[src/rtl/scroll_pkg.sv]
// Shared constants, state payload and score-to-BCD helper for the scroll controller.
package scroll_pkg;

    localparam int unsigned SCREEN_H_DEF     = 480;
    localparam int unsigned STEP_DEF         = 2;
    localparam int unsigned TICK_BASE_DEF    = 100000;
    localparam int unsigned TICK_DEC_DEF     = 10000;
    localparam int unsigned TICK_MIN_DEF     = 40000;
    localparam int unsigned TICKS_PER_PT_DEF = 100;
    localparam int unsigned PTS_PER_LVL_DEF  = 10;
    localparam int unsigned SCORE_MAX_DEF    = 99;

    localparam int unsigned LEVEL_W = 4;
    localparam int unsigned SCORE_W = 7;
    localparam int unsigned POS_W   = 10;
    localparam int unsigned CTR_W   = 18;
    localparam int unsigned BCD_W   = 8;

    typedef struct packed {
        logic [POS_W-1:0]   y;
        logic [SCORE_W-1:0] score;
        logic [LEVEL_W-1:0] level;
    } scroll_state_t;

    // Two-digit packed BCD; score never exceeds 99.
    function automatic logic [BCD_W-1:0] to_bcd(input logic [SCORE_W-1:0] v);
        logic [SCORE_W-1:0] tens;
        logic [SCORE_W-1:0] units;
        tens  = v / SCORE_W'(10);
        units = v - (tens * SCORE_W'(10));
        return {4'(tens), 4'(units)};
    endfunction

endpackage

[src/rtl/scroll_ctrl_tick_gen.sv]
// Move-tick generator: counts clk cycles while scrolling and emits one pulse per period.
module tick_gen
    import scroll_pkg::*;
#(
    parameter int unsigned TICK_BASE = TICK_BASE_DEF,
    parameter int unsigned TICK_DEC  = TICK_DEC_DEF,
    parameter int unsigned TICK_MIN  = TICK_MIN_DEF
) (
    input  logic               clk,
    input  logic               rst_n,
    input  logic               active_i,
    input  logic               restart_i,
    input  logic [LEVEL_W-1:0] level_i,
    output logic               fire_c,
    output logic               pulse_o
);

    localparam int unsigned SPAN = (TICK_BASE > TICK_MIN) ? (TICK_BASE - TICK_MIN) : 0;

    logic [CTR_W-1:0] ctr_q;
    logic [CTR_W-1:0] ctr_d;
    logic [CTR_W-1:0] period_q;
    logic [CTR_W-1:0] period_d;
    logic [CTR_W-1:0] period_c;
    logic [CTR_W-1:0] eff_period_c;
    logic [31:0]      dec_c;

    // Level-scaled period with a floor.
    always_comb begin
        dec_c = 32'(level_i) * 32'(TICK_DEC);
        if (dec_c >= 32'(SPAN)) begin
            period_c = CTR_W'(TICK_MIN);
        end else begin
            period_c = CTR_W'(TICK_BASE - dec_c);
        end
    end

    // The first cycle of a period uses the live level; the rest use the captured value.
    assign eff_period_c = (ctr_q == '0) ? period_c : period_q;
    assign fire_c       = active_i && !restart_i && (ctr_q == (eff_period_c - CTR_W'(1)));

    always_comb begin
        ctr_d    = ctr_q + CTR_W'(1);
        period_d = period_q;
        if (ctr_q == '0) begin
            period_d = period_c;
        end
        if (!active_i || restart_i || fire_c) begin
            ctr_d = '0;
        end
    end

    always_ff @(posedge clk or negedge rst_n) begin
        if (!rst_n) begin
            ctr_q    <= '0;
            period_q <= CTR_W'(TICK_BASE);
            pulse_o  <= 1'b0;
        end else begin
            ctr_q    <= ctr_d;
            period_q <= period_d;
            pulse_o  <= fire_c;
        end
    end

endmodule

[src/rtl/scroll_ctrl.sv]
// Scroll controller: wrapped vertical offset, tick-driven score and level progression.
// Optional SCROLL_BCD_EN adds a registered two-digit BCD copy of the score.
module scroll_ctrl
    import scroll_pkg::*;
#(
    parameter int unsigned SCREEN_H     = SCREEN_H_DEF,
    parameter int unsigned STEP         = STEP_DEF,
    parameter int unsigned TICK_BASE    = TICK_BASE_DEF,
    parameter int unsigned TICK_DEC     = TICK_DEC_DEF,
    parameter int unsigned TICK_MIN     = TICK_MIN_DEF,
    parameter int unsigned TICKS_PER_PT = TICKS_PER_PT_DEF,
    parameter int unsigned PTS_PER_LVL  = PTS_PER_LVL_DEF,
    parameter int unsigned SCORE_MAX    = SCORE_MAX_DEF
) (
    input  logic               clk,
    input  logic               rst_n,
    input  logic               move_btn,
    input  logic               restart,
    output logic [POS_W-1:0]   y_pos,
    output logic [SCORE_W-1:0] score,
    output logic [LEVEL_W-1:0] level,
    output logic               move_followers,
    output logic               wrap
`ifdef SCROLL_BCD_EN
    ,
    output logic [BCD_W-1:0]   score_bcd
`endif
);

    localparam int unsigned SUM_W = POS_W + 1;
    localparam int unsigned CNT_W = $clog2(TICKS_PER_PT + 1);
    localparam int unsigned PTS_W = $clog2(PTS_PER_LVL + 1);

    logic [1:0]       rst_sync_q;
    logic             rst_int_n;
    logic             move_active_q;
    logic             fire_c;
    scroll_state_t    st_q;
    scroll_state_t    st_d;
    logic [CNT_W-1:0] tick_cnt_q;
    logic [CNT_W-1:0] tick_cnt_d;
    logic [PTS_W-1:0] pts_q;
    logic [PTS_W-1:0] pts_d;
    logic             wrap_q;
    logic             wrap_d;
    logic [SUM_W-1:0] pos_sum;

    // Asynchronous assertion, release aligned to clk after two flops.
    always_ff @(posedge clk or negedge rst_n) begin
        if (!rst_n) begin
            rst_sync_q <= 2'b00;
        end else begin
            rst_sync_q <= {rst_sync_q[0], 1'b1};
        end
    end
    assign rst_int_n = rst_sync_q[1];

    tick_gen #(
        .TICK_BASE (TICK_BASE),
        .TICK_DEC  (TICK_DEC),
        .TICK_MIN  (TICK_MIN)
    ) u_tick_gen (
        .clk       (clk),
        .rst_n     (rst_int_n),
        .active_i  (move_active_q),
        .restart_i (restart),
        .level_i   (st_q.level),
        .fire_c    (fire_c),
        .pulse_o   (move_followers)
    );

    // Position wrap, score accrual and level promotion on each tick; restart wins.
    always_comb begin
        st_d       = st_q;
        tick_cnt_d = tick_cnt_q;
        pts_d      = pts_q;
        wrap_d     = 1'b0;
        pos_sum    = SUM_W'(st_q.y) + SUM_W'(STEP);
        if (restart) begin
            st_d       = '0;
            tick_cnt_d = '0;
            pts_d      = '0;
        end else if (fire_c) begin
            if (pos_sum < SUM_W'(SCREEN_H)) begin
                st_d.y = POS_W'(pos_sum);
            end else begin
                st_d.y = POS_W'(pos_sum - SUM_W'(SCREEN_H));
                wrap_d = 1'b1;
            end
            if (tick_cnt_q == CNT_W'(TICKS_PER_PT - 1)) begin
                tick_cnt_d = '0;
                if (st_q.score < SCORE_W'(SCORE_MAX)) begin
                    st_d.score = st_q.score + SCORE_W'(1);
                    if (pts_q == PTS_W'(PTS_PER_LVL - 1)) begin
                        pts_d = '0;
                        if (st_q.level != '1) begin
                            st_d.level = st_q.level + LEVEL_W'(1);
                        end
                    end else begin
                        pts_d = pts_q + PTS_W'(1);
                    end
                end
            end else begin
                tick_cnt_d = tick_cnt_q + CNT_W'(1);
            end
        end
    end

    always_ff @(posedge clk or negedge rst_int_n) begin
        if (!rst_int_n) begin
            move_active_q <= 1'b0;
            st_q          <= '0;
            tick_cnt_q    <= '0;
            pts_q         <= '0;
            wrap_q        <= 1'b0;
        end else begin
            move_active_q <= move_btn;
            st_q          <= st_d;
            tick_cnt_q    <= tick_cnt_d;
            pts_q         <= pts_d;
            wrap_q        <= wrap_d;
        end
    end

    assign y_pos = st_q.y;
    assign score = st_q.score;
    assign level = st_q.level;
    assign wrap  = wrap_q;

`ifdef SCROLL_BCD_EN
    logic [BCD_W-1:0] bcd_q;

    always_ff @(posedge clk or negedge rst_int_n) begin
        if (!rst_int_n) begin
            bcd_q <= '0;
        end else begin
            bcd_q <= to_bcd(st_d.score);
        end
    end
    assign score_bcd = bcd_q;
`endif

endmodule

[config.mk]
export PLATFORM = sky130hd
export DESIGN_NAME = scroll_ctrl
export DESIGN_NICKNAME = d
export VERILOG_FILES = /design/src/rtl/scroll_pkg.sv /design/src/rtl/scroll_ctrl_tick_gen.sv /design/src/rtl/scroll_ctrl.sv
export SDC_FILE = /design/constraint.sdc
export NUM_CORES = 1
export LEC_CHECK = 0
export CORE_UTILIZATION = 60
export DETAILED_ROUTE_END_ITERATION = 8
export HOLD_SLACK_MARGIN = 0.08
export PLACE_DENSITY = 0.77
export SYNTH_ARGS = -nofsm -noshare
export SYNTH_HDL_FRONTEND = slang
export SYNTH_SLANG_ARGS = --single-unit
export TNS_END_PERCENT = 1
[constraint.sdc]
create_clock -name clk -period 2.8 [get_ports clk]
set_input_delay 0.42 -clock clk [delete_from_list [all_inputs] [get_ports clk]]
set_output_delay 0.42 -clock clk [all_outputs]
set_load 0.01 [all_outputs]
=== Word-level counts from Yosys, hierarchy flattened ===
Cells that the tools add are included.

* Memories: 0
* Latch bits: 0
* Output and inout port bits: 23
* Register bits: 73
* Bits in writable memories: 0
* Logic and storage cells: 63
* Memory bits (read-only): 0

* $add $sub $neg: 9
* Order comparisons: 3
* Multiplexer cells: 21
* Div/mod/pow operators: 0
* Reductions and logical operators: 14
* Multipliers: 1
* Shift-type cells: 0
* Eq/ne operators: 4
* Bitwise gates (word level): 0

{| class="wikitable"
|+ Operators with widths
! cell !! count
|-
| 18-bit two-way mux || 3
|-
| 21-bit two-way mux || 2
|-
| 4-bit two-way mux || 7
|-
| 11-bit two-way mux || 2
|-
| 7-bit two-way mux || 3
|-
| 18-bit by 1-bit adder with 18-bit output, second input constant || 1
|-
| 18-bit equality test || 1
|-
| 18-bit by 16-bit greater-or-equal comparator with 1-bit output, second input constant || 1
|-
| 18-bit logical NOT || 1
|-
| 17-bit by 18-bit subtractor with 18-bit output, first input constant || 1
|-
| 18-bit by 1-bit subtractor with 18-bit output, second input constant || 1
|-
| 7-bit by 1-bit adder with 7-bit output, second input constant || 2
|-
| 4-bit by 10-bit multiplier with 14-bit output, second input constant || 1
|-
| 10-bit by 2-bit adder with 11-bit output, second input constant || 1
|-
| 11-bit by 9-bit less-than comparator with 1-bit output, second input constant || 1
|-
| 10-bit two-way mux || 1
|-
| 2-bit nonzero test || 5
|-
| 10-bit by 9-bit subtractor with 10-bit output, second input constant || 1
|-
| 4-bit by 1-bit adder with 4-bit output, second input constant || 2
|-
| 7-bit equality test, second input constant || 1
|-
| 7-bit less-than comparator, second input constant || 1
|-
| 5-bit AND reduction || 1
|-
| 4-bit equality test, second input constant || 1
|-
| 4-bit != test, second input constant || 1
|-
| other kinds (5) || 10
|}

=== Longest topological paths before layout ===
* Word-level depth: 9
* Depth in mapped cells: 23
* Gate-level depth less buffers: 19

=== Modules after synthesis ===
A second synthesis with hierarchy kept.

* Cell total of the unflattened synthesis: 589
* Area total of the unflattened synthesis: 5439.0 µm²

{| class="wikitable"
|+ By module, submodules not included
! module !! cells an instance !! area an instance (µm²) !! instances
|-
| tick_gen || 366 || 3281.9 || 1
|-
| scroll_ctrl || 223 || 2157.1 || 1
|}

=== Worst setup path after synthesis ===
OpenSTA, ideal clock, no wires.

* Path type: flip-flop to flip-flop
* From: reg st_q, in the netlist level[2]
* To: reg pts_q[1]
* Clock period less this slack: 5.276 ns
* Path buffers: 3
* Setup slack: -2.476 ns
* Data arrival time: 5.198 ns
* Required time: 2.722 ns
* Stages on the path, launching flop included: 21
* Cells stage by stage: dfrtp_1 buf_4 inv_1 ha_1 ha_1 ha_1 fa_1 a211oi_2 o21bai_1 and3_1 clkbuf_2 o21ai_1 nor3_2 a221o_1 nor4bb_1 xnor2_1 nand4_1 or4_4 buf_6 or4_1 a21oi_1

* Word-level cells in the longest chain between the ends: 9
* Elaborated cells between the ends (all ways): 10
* Those cells by class: 2 x add/sub; 1 x mul; 1 x order compare; 1 x eq/ne; 2 x mux; 3 x reduce/logical

{| class="wikitable"
|+ RTL lines
! what !! line !! RTL
|-
| from (decl) || scroll_ctrl.sv:38 || <nowiki>scroll_state_t st_q;</nowiki>
|-
| from (signal assigned) || scroll_ctrl.sv:118 || <nowiki>st_q <= st_d;</nowiki>
|-
| 4-bit by 10-bit multiplier with 14-bit output (*) || scroll_ctrl_tick_gen.sv:30 || <nowiki>dec_c = 32'(level_i) * 32'(TICK_DEC);</nowiki>
|-
| 17-bit by 18-bit subtractor with 18-bit output or 18-bit by 16-bit greater-or-equal comparator with 1-bit output (tied branches) || scroll_ctrl_tick_gen.sv:34, scroll_ctrl_tick_gen.sv:31 ||
|-
| 18-bit two-way mux (*) || scroll_ctrl_tick_gen.sv:31 || <nowiki>if (dec_c >= 32'(SPAN)) begin</nowiki>
|-
| 18-bit two-way mux (*) || -- ||
|-
| 18-bit by 1-bit subtractor with 18-bit output (*) || scroll_ctrl_tick_gen.sv:40 || <nowiki>assign fire_c = active_i && !restart_i && (ctr_q == (eff_period_c - CTR_W'(1)));</nowiki>
|-
| 18-bit equality test (*) || scroll_ctrl_tick_gen.sv:40 ||
|-
| 1-bit logical AND (*) || scroll_ctrl_tick_gen.sv:40 ||
|-
| 2-bit nonzero test (no line) (*) || -- ||
|-
| 3-bit AND reduction (no line) (*) || -- ||
|-
| to (signal assigned) || scroll_ctrl.sv:120 || <nowiki>pts_q <= pts_d;</nowiki>
|-
| to (decl) || scroll_ctrl.sv:42 || <nowiki>logic [PTS_W-1:0] pts_q;</nowiki>
|}

Every way passes the cells marked *; elsewhere a longest branch is shown, timed or not.
A chain may end at the register's enable or synchronous reset.

=== Worst setup path in the final report ===
* From: reg st_q, in the netlist level[1]
* To: reg pts_q[0]

* Word-level cells in the longest chain between the ends: 9
* Elaborated cells between the ends (all ways): 10
* Those cells by class: 2 x add/sub; 1 x mul; 1 x order compare; 1 x eq/ne; 2 x mux; 3 x reduce/logical

{| class="wikitable"
|+ RTL lines
! what !! line !! RTL
|-
| 4-bit by 10-bit multiplier with 14-bit output (*) || scroll_ctrl_tick_gen.sv:30 ||
|-
| 17-bit by 18-bit subtractor with 18-bit output or 18-bit by 16-bit greater-or-equal comparator with 1-bit output (tied branches) || scroll_ctrl_tick_gen.sv:34, scroll_ctrl_tick_gen.sv:31 ||
|-
| 18-bit two-way mux (*) || scroll_ctrl_tick_gen.sv:31 ||
|-
| 18-bit two-way mux (*) || -- ||
|-
| named net u_tick_gen.eff_period_c[15] || scroll_ctrl_tick_gen.sv:25 || <nowiki>logic [CTR_W-1:0] eff_period_c;</nowiki>
|-
| 18-bit by 1-bit subtractor with 18-bit output (*) || scroll_ctrl_tick_gen.sv:40 ||
|-
| 18-bit equality test (*) || scroll_ctrl_tick_gen.sv:40 ||
|-
| 1-bit logical AND (*) || scroll_ctrl_tick_gen.sv:40 ||
|-
| 2-bit nonzero test (no line) (*) || -- ||
|-
| 3-bit AND reduction (no line) (*) || -- ||
|}

The timed path passes the listed nets; every way through them passes the cells marked *.

==> results by group <==
Outcome
  • Status: complete, but fails checks
  • Violations in the final reports: setup timing

Die
  • Count of standard-cell rows: 34
  • Overall die area: 9520 sq um
  • Placeable core region: 8760 sq um
  • Number of top-level pins: 27
  • Overall die height: ~98 um
  • Effective utilization at floorplan: 62.5%
  • Chip width: 97.6 um

Power
  • Internal Dissipation: about 1.6 mW
  • Power spent charging and discharging nets: 0.627 mW
  • Part of the total power dissipated in combinational logic: between 10% and 20%
  • Net switching share of the total power: 28.4%
  • Share of total power in sequential cells: 48.8%
  • Worst IR drop on VDD: 0.257 mV
  • Static Leak: 3.46 nW
  • Share of power burned in the clock network: 40.5%
  • Power Density: between 200 and 300 nW/um^2

Drt
  • Vias per inst: 6.49
  • Total length of routed wires: between 15 and 20 mm
  • Drt drc: 0
  • Number of violations reported at the end of detailed-routing iteration 0: roughly 470
  • Pre-Repair DR Iteration Count: 5
  • Total vias in the final route: 5,926
  • Average wire length per cell after detail routing: 20.5 um
  • Final antenna-violating net count: 0

STA
  • Setup Viol. Count Final: 64
  • Fmax: 0.192 GHz
  • Pin slew with the least headroom to its limit: approximately 1.4 ns
  • Time the worst path needs with I/O delays and setup: 5.20 ns
  • Aggregate negative setup slack: -116.30 ns
  • Max transition margin: 4.90%
  • Unrepaired setup endpoints after global routing: yes
  • Worst Setup Slack, final: -2.40 ns
  • Part of the cycle the worst path needs: 186%
  • Final number of max-transition violations: 0
  • Setup Skew: 0.0134 ns
  • Final number of hold-violating endpoints: 0

Placement
  • DPL Wire Length: 11.9 mm
  • Placed insts: 878
  • Port Buf Inserts: 25
  • Placer Congestion: 0.964

Clock network
  • Number of buffers on the longest clock path: 2
  • Clock transition time at the flip-flop clock pins of the worst setup and hold paths: 0.08 ns
  • Level count of the clock H-tree: 3
  • Root buffer cell: sky130_fd_sc_hd__clkbuf_8
  • TritonCTS clock tree: yes
  • Number of sinks driven by the clock tree: 72
  • Insertion delay of the later-clocked pin in the worst-skew pair: 0.37 ns
  • CTS Buf Count: 9

Layout
  • Layout area overhead: 39.5%
  • Diode insertion count for antenna repair: 0
  • Layout cell share with drive strength beyond 1: 33.8%
  • Final standard cell count with taps included and fillers excluded: 913
  • Number of nets in the final layout: ~840

Synthesis
  • Top-area cell type share of the netlist area: 30.1%
  • Share of flip-flops with an asynchronous set or reset after synthesis: 100%
  • Number of flip-flops and latches in the synthesized netlist: slightly above 70
  • Number of enable-type register cells in the synthesized netlist: 0
  • Unique masters post-synth: 85
  • Cell types occupying the most area after synthesis: sky130_fd_sc_hd__dfrtp_1 30%, sky130_fd_sc_hd__ha_1 6.6%, sky130_fd_sc_hd__nor2_1 4.9%
  • Library cell occupying the most area in the post-synthesis netlist: sky130_fd_sc_hd__dfrtp_1
  • Synth Flop Type: sky130_fd_sc_hd__dfrtp_1
  • Sequential element share of the synthesized area: 33.0%
  • Syn Nets: 665
  • Number of cells produced by synthesis: about 630
  • Number of synthesis warnings: 0
  • Synthesized cell area: 5480 sq um
  • Average footprint of a synthesized cell: 8.71 sq um

Worst setup path
  • Maximum net fanout on the critical path: 5
  • Crit path top cell by count: sky130_fd_sc_hd__buf_4
  • Top cell family by delay on the critical path: adder cells
  • List of cells traversed by the critical path: fa_1 > ha_4 > fa_2 > a211oi_4 > nor2_1 > buf_4 > o221ai_1 > xor2_1 > a31oi_2 > buf_4 > buf_4 > buf_4 > buf_4 > nor3b_2 > mux2i_1 > o211a_1 > or4_4 > buf_6 > buf_6 > o211ai_1 > o31ai_1
  • Critical Path Slowest Stage Cell: sky130_fd_sc_hd__or4_4
  • Critical path data arrival time: 5.38 ns
  • Element type at the critical path end: register
  • Combined buffer and inverter count along the critical path: 7
  • Critical path launch point: level[1]$_DFFE_PN0P_
  • Crit Path Category: reg2reg
  • Stage delay of the slowest cell on the critical path: 0.67 ns
  • Sort of element at the start of the critical path: register
  • Required time of the critical path: a little under 3 ns
  • Reg2reg start: level[1]$_DFFE_PN0P_

GRT
  • Global-route wire length before repair: ~30 mm
  • Vias in the first global route: 6,068
  • Antenna violations before repair: 0
  • Pin count of the biggest net entering global routing: 41
  • Overflow left after global routing: 0
  • GRT Util Overall: 39.0%

Min path
  • Worst min-delay path class: in2async

Job
  • Max Cap Violations: 0
-- cell families (layout without fill, tap and decap cells) --
kind of cell / Yosys count / after routing / synth area share [%]
AO/OA/AOI/OAI: 146 / 146 / 19.3
AND/OR/NAND/NOR: 264 / 265 / 25.4
multiplexers: 10 / 10 / 1.90
other: 2 / 2 / 0.137
adder cells (fa/ha/maj): 32 / 32 / 7.72
buffers and inverters: 49 / 224 / 3.88
flip-flops: 72 / 72 / 33.0
XOR/XNOR: 54 / 54 / 8.63
-- metal layers --
layer / share of wire, % / routed length [um] / GRT usage [%]
met1: 38 / 7150 / 46.1
met2: 50 / 9390 / 67.9
met3: 6.8 / 1260 / 6.19
met4: 4.8 / 888 / 20.7
met5: 0 / 0 / 0
-- cells in the mapped netlist (all sizes together) (3+ instances only) --
master    n
ha       29
nor3b     7
or4       5
a211oi    7
a22o      4
dfrtp    66
nand3    24
clkbuf   23
nor4     10
nor2     73
mux2i     7
dfstp     6
a31o      3
inv      18
nor2b     9
a21oi    27
and3     17
nand2b    6
o21ai    36
nor3     19
nand2    47
o211ai   10
xnor2    27
a31oi     3
or3      14
or2       4
o211a     5
and2      6
o41ai     5
o21a      7
and4      4
buf       8
xor2     27
fa        3
o2111ai   3
nor4b     3
nand4    11
o22ai     5
mux2      3
o31ai     6
-- stage by stage --
stage | power, mW | utilization, % | setup slack (ns) | hold slack [ns] | instance area (sq um)
5_1_grt | 2.25 | 87.2 | -2.52 | 0.224 | 7640
2_1_floorplan | 1.20 | - | -2.10 | 0.124 | 5540
6_report | 2.21 | 87.2 | -2.40 | 0.215 | 7640
3_5_place_dp | 1.30 | 79.1 | -2.35 | 0.346 | 6930
4_1_cts | 2.18 | 85.8 | -2.28 | 0.222 | 7520
3_3_place_gp | 1.30 | 79.1 | -2.24 | 0.344 | 6930
-- power by group through the flow --
stage	registers (mW)	logic [mW]	clock network, mW
finish	1.08	0.236	0.893
global route	1.08	0.252	0.924
CTS	1.07	0.225	0.880
detailed placement	1.09	0.209	0
global placement	1.09	0.206	0
floorplan	1.10	0.104	0
-- layout by cell type (no fill, tap or decap), types with 7 or more instances in the layout --
| cell type | instances |
|---|---|
| sky130_fd_sc_hd__buf_4 | 152 |
| sky130_fd_sc_hd__nor2_1 | 69 |
| sky130_fd_sc_hd__dfrtp_1 | 63 |
| sky130_fd_sc_hd__nand2_1 | 47 |
| sky130_fd_sc_hd__xnor2_1 | 27 |
| sky130_fd_sc_hd__xor2_1 | 26 |
| sky130_fd_sc_hd__ha_1 | 25 |
| sky130_fd_sc_hd__clkdlybuf4s50_1 | 25 |
| sky130_fd_sc_hd__nand3_1 | 22 |
| sky130_fd_sc_hd__o21ai_0 | 22 |
| sky130_fd_sc_hd__a21oi_1 | 20 |
| sky130_fd_sc_hd__inv_1 | 17 |
| sky130_fd_sc_hd__and3_1 | 14 |
| sky130_fd_sc_hd__nor3_1 | 13 |
| sky130_fd_sc_hd__or3_1 | 11 |
| sky130_fd_sc_hd__nand4_1 | 10 |
| sky130_fd_sc_hd__o21ai_1 | 10 |
| sky130_fd_sc_hd__o211ai_1 | 10 |
| sky130_fd_sc_hd__nor2b_1 | 9 |
| sky130_fd_sc_hd__clkbuf_8 | 9 |
| sky130_fd_sc_hd__buf_6 | 8 |
| sky130_fd_sc_hd__nor4_1 | 7 |
| sky130_fd_sc_hd__a21oi_2 | 7 |
| sky130_fd_sc_hd__mux2i_1 | 7 |
-- sequential cells by signal, indices dropped and copies added (netlist names) --
register,flops
u_tick_gen.ctr_q,18
u_tick_gen.period_q,18
y_pos,9
score,7
tick_cnt_q,7
level,4
pts_q,4
rst_sync_q,2
move_active_q,1
u_tick_gen.pulse_o,1
wrap,1
-- final timing paths --
kind	cells after the start	slack (ns)	endpoint
worst min-delay path	1	0.22	rst_sync_q[0]$_DFF_PN0_
max in group asynchronous	1	1.68	u_tick_gen.period_q[9]$_DFF_PN1_
worst min register to register	0	0.35	u_tick_gen.period_q[6]$_DFF_PN0_
min in group clk	0	0.37	rst_sync_q[1]$_DFF_PN0_
worst max-delay path	21	-2.40	pts_q[0]$_DFFE_PN0P_
worst max register to register	21	-2.40	pts_q[0]$_DFFE_PN0P_
-- timing repair --
action,CTS,global route
setup endpoints to repair,64,64
hold buffers,0,0
hold endpoints to repair,0,0
cloned,2,0
pin swaps,42,8
setup buffers,15,2
resized for setup,59,21
-- cell type report --
class                      instances  area (sq um)
clock inverter                     7          77.6
timing repair buffer             190          1580
multi-input combinational        509          3840
tap                              108           135
sequential                        72          1810
fill                             447          1120
inverter                          18          70.1
clock buffer                       9           124
Power figures use the tool's default switching activity.
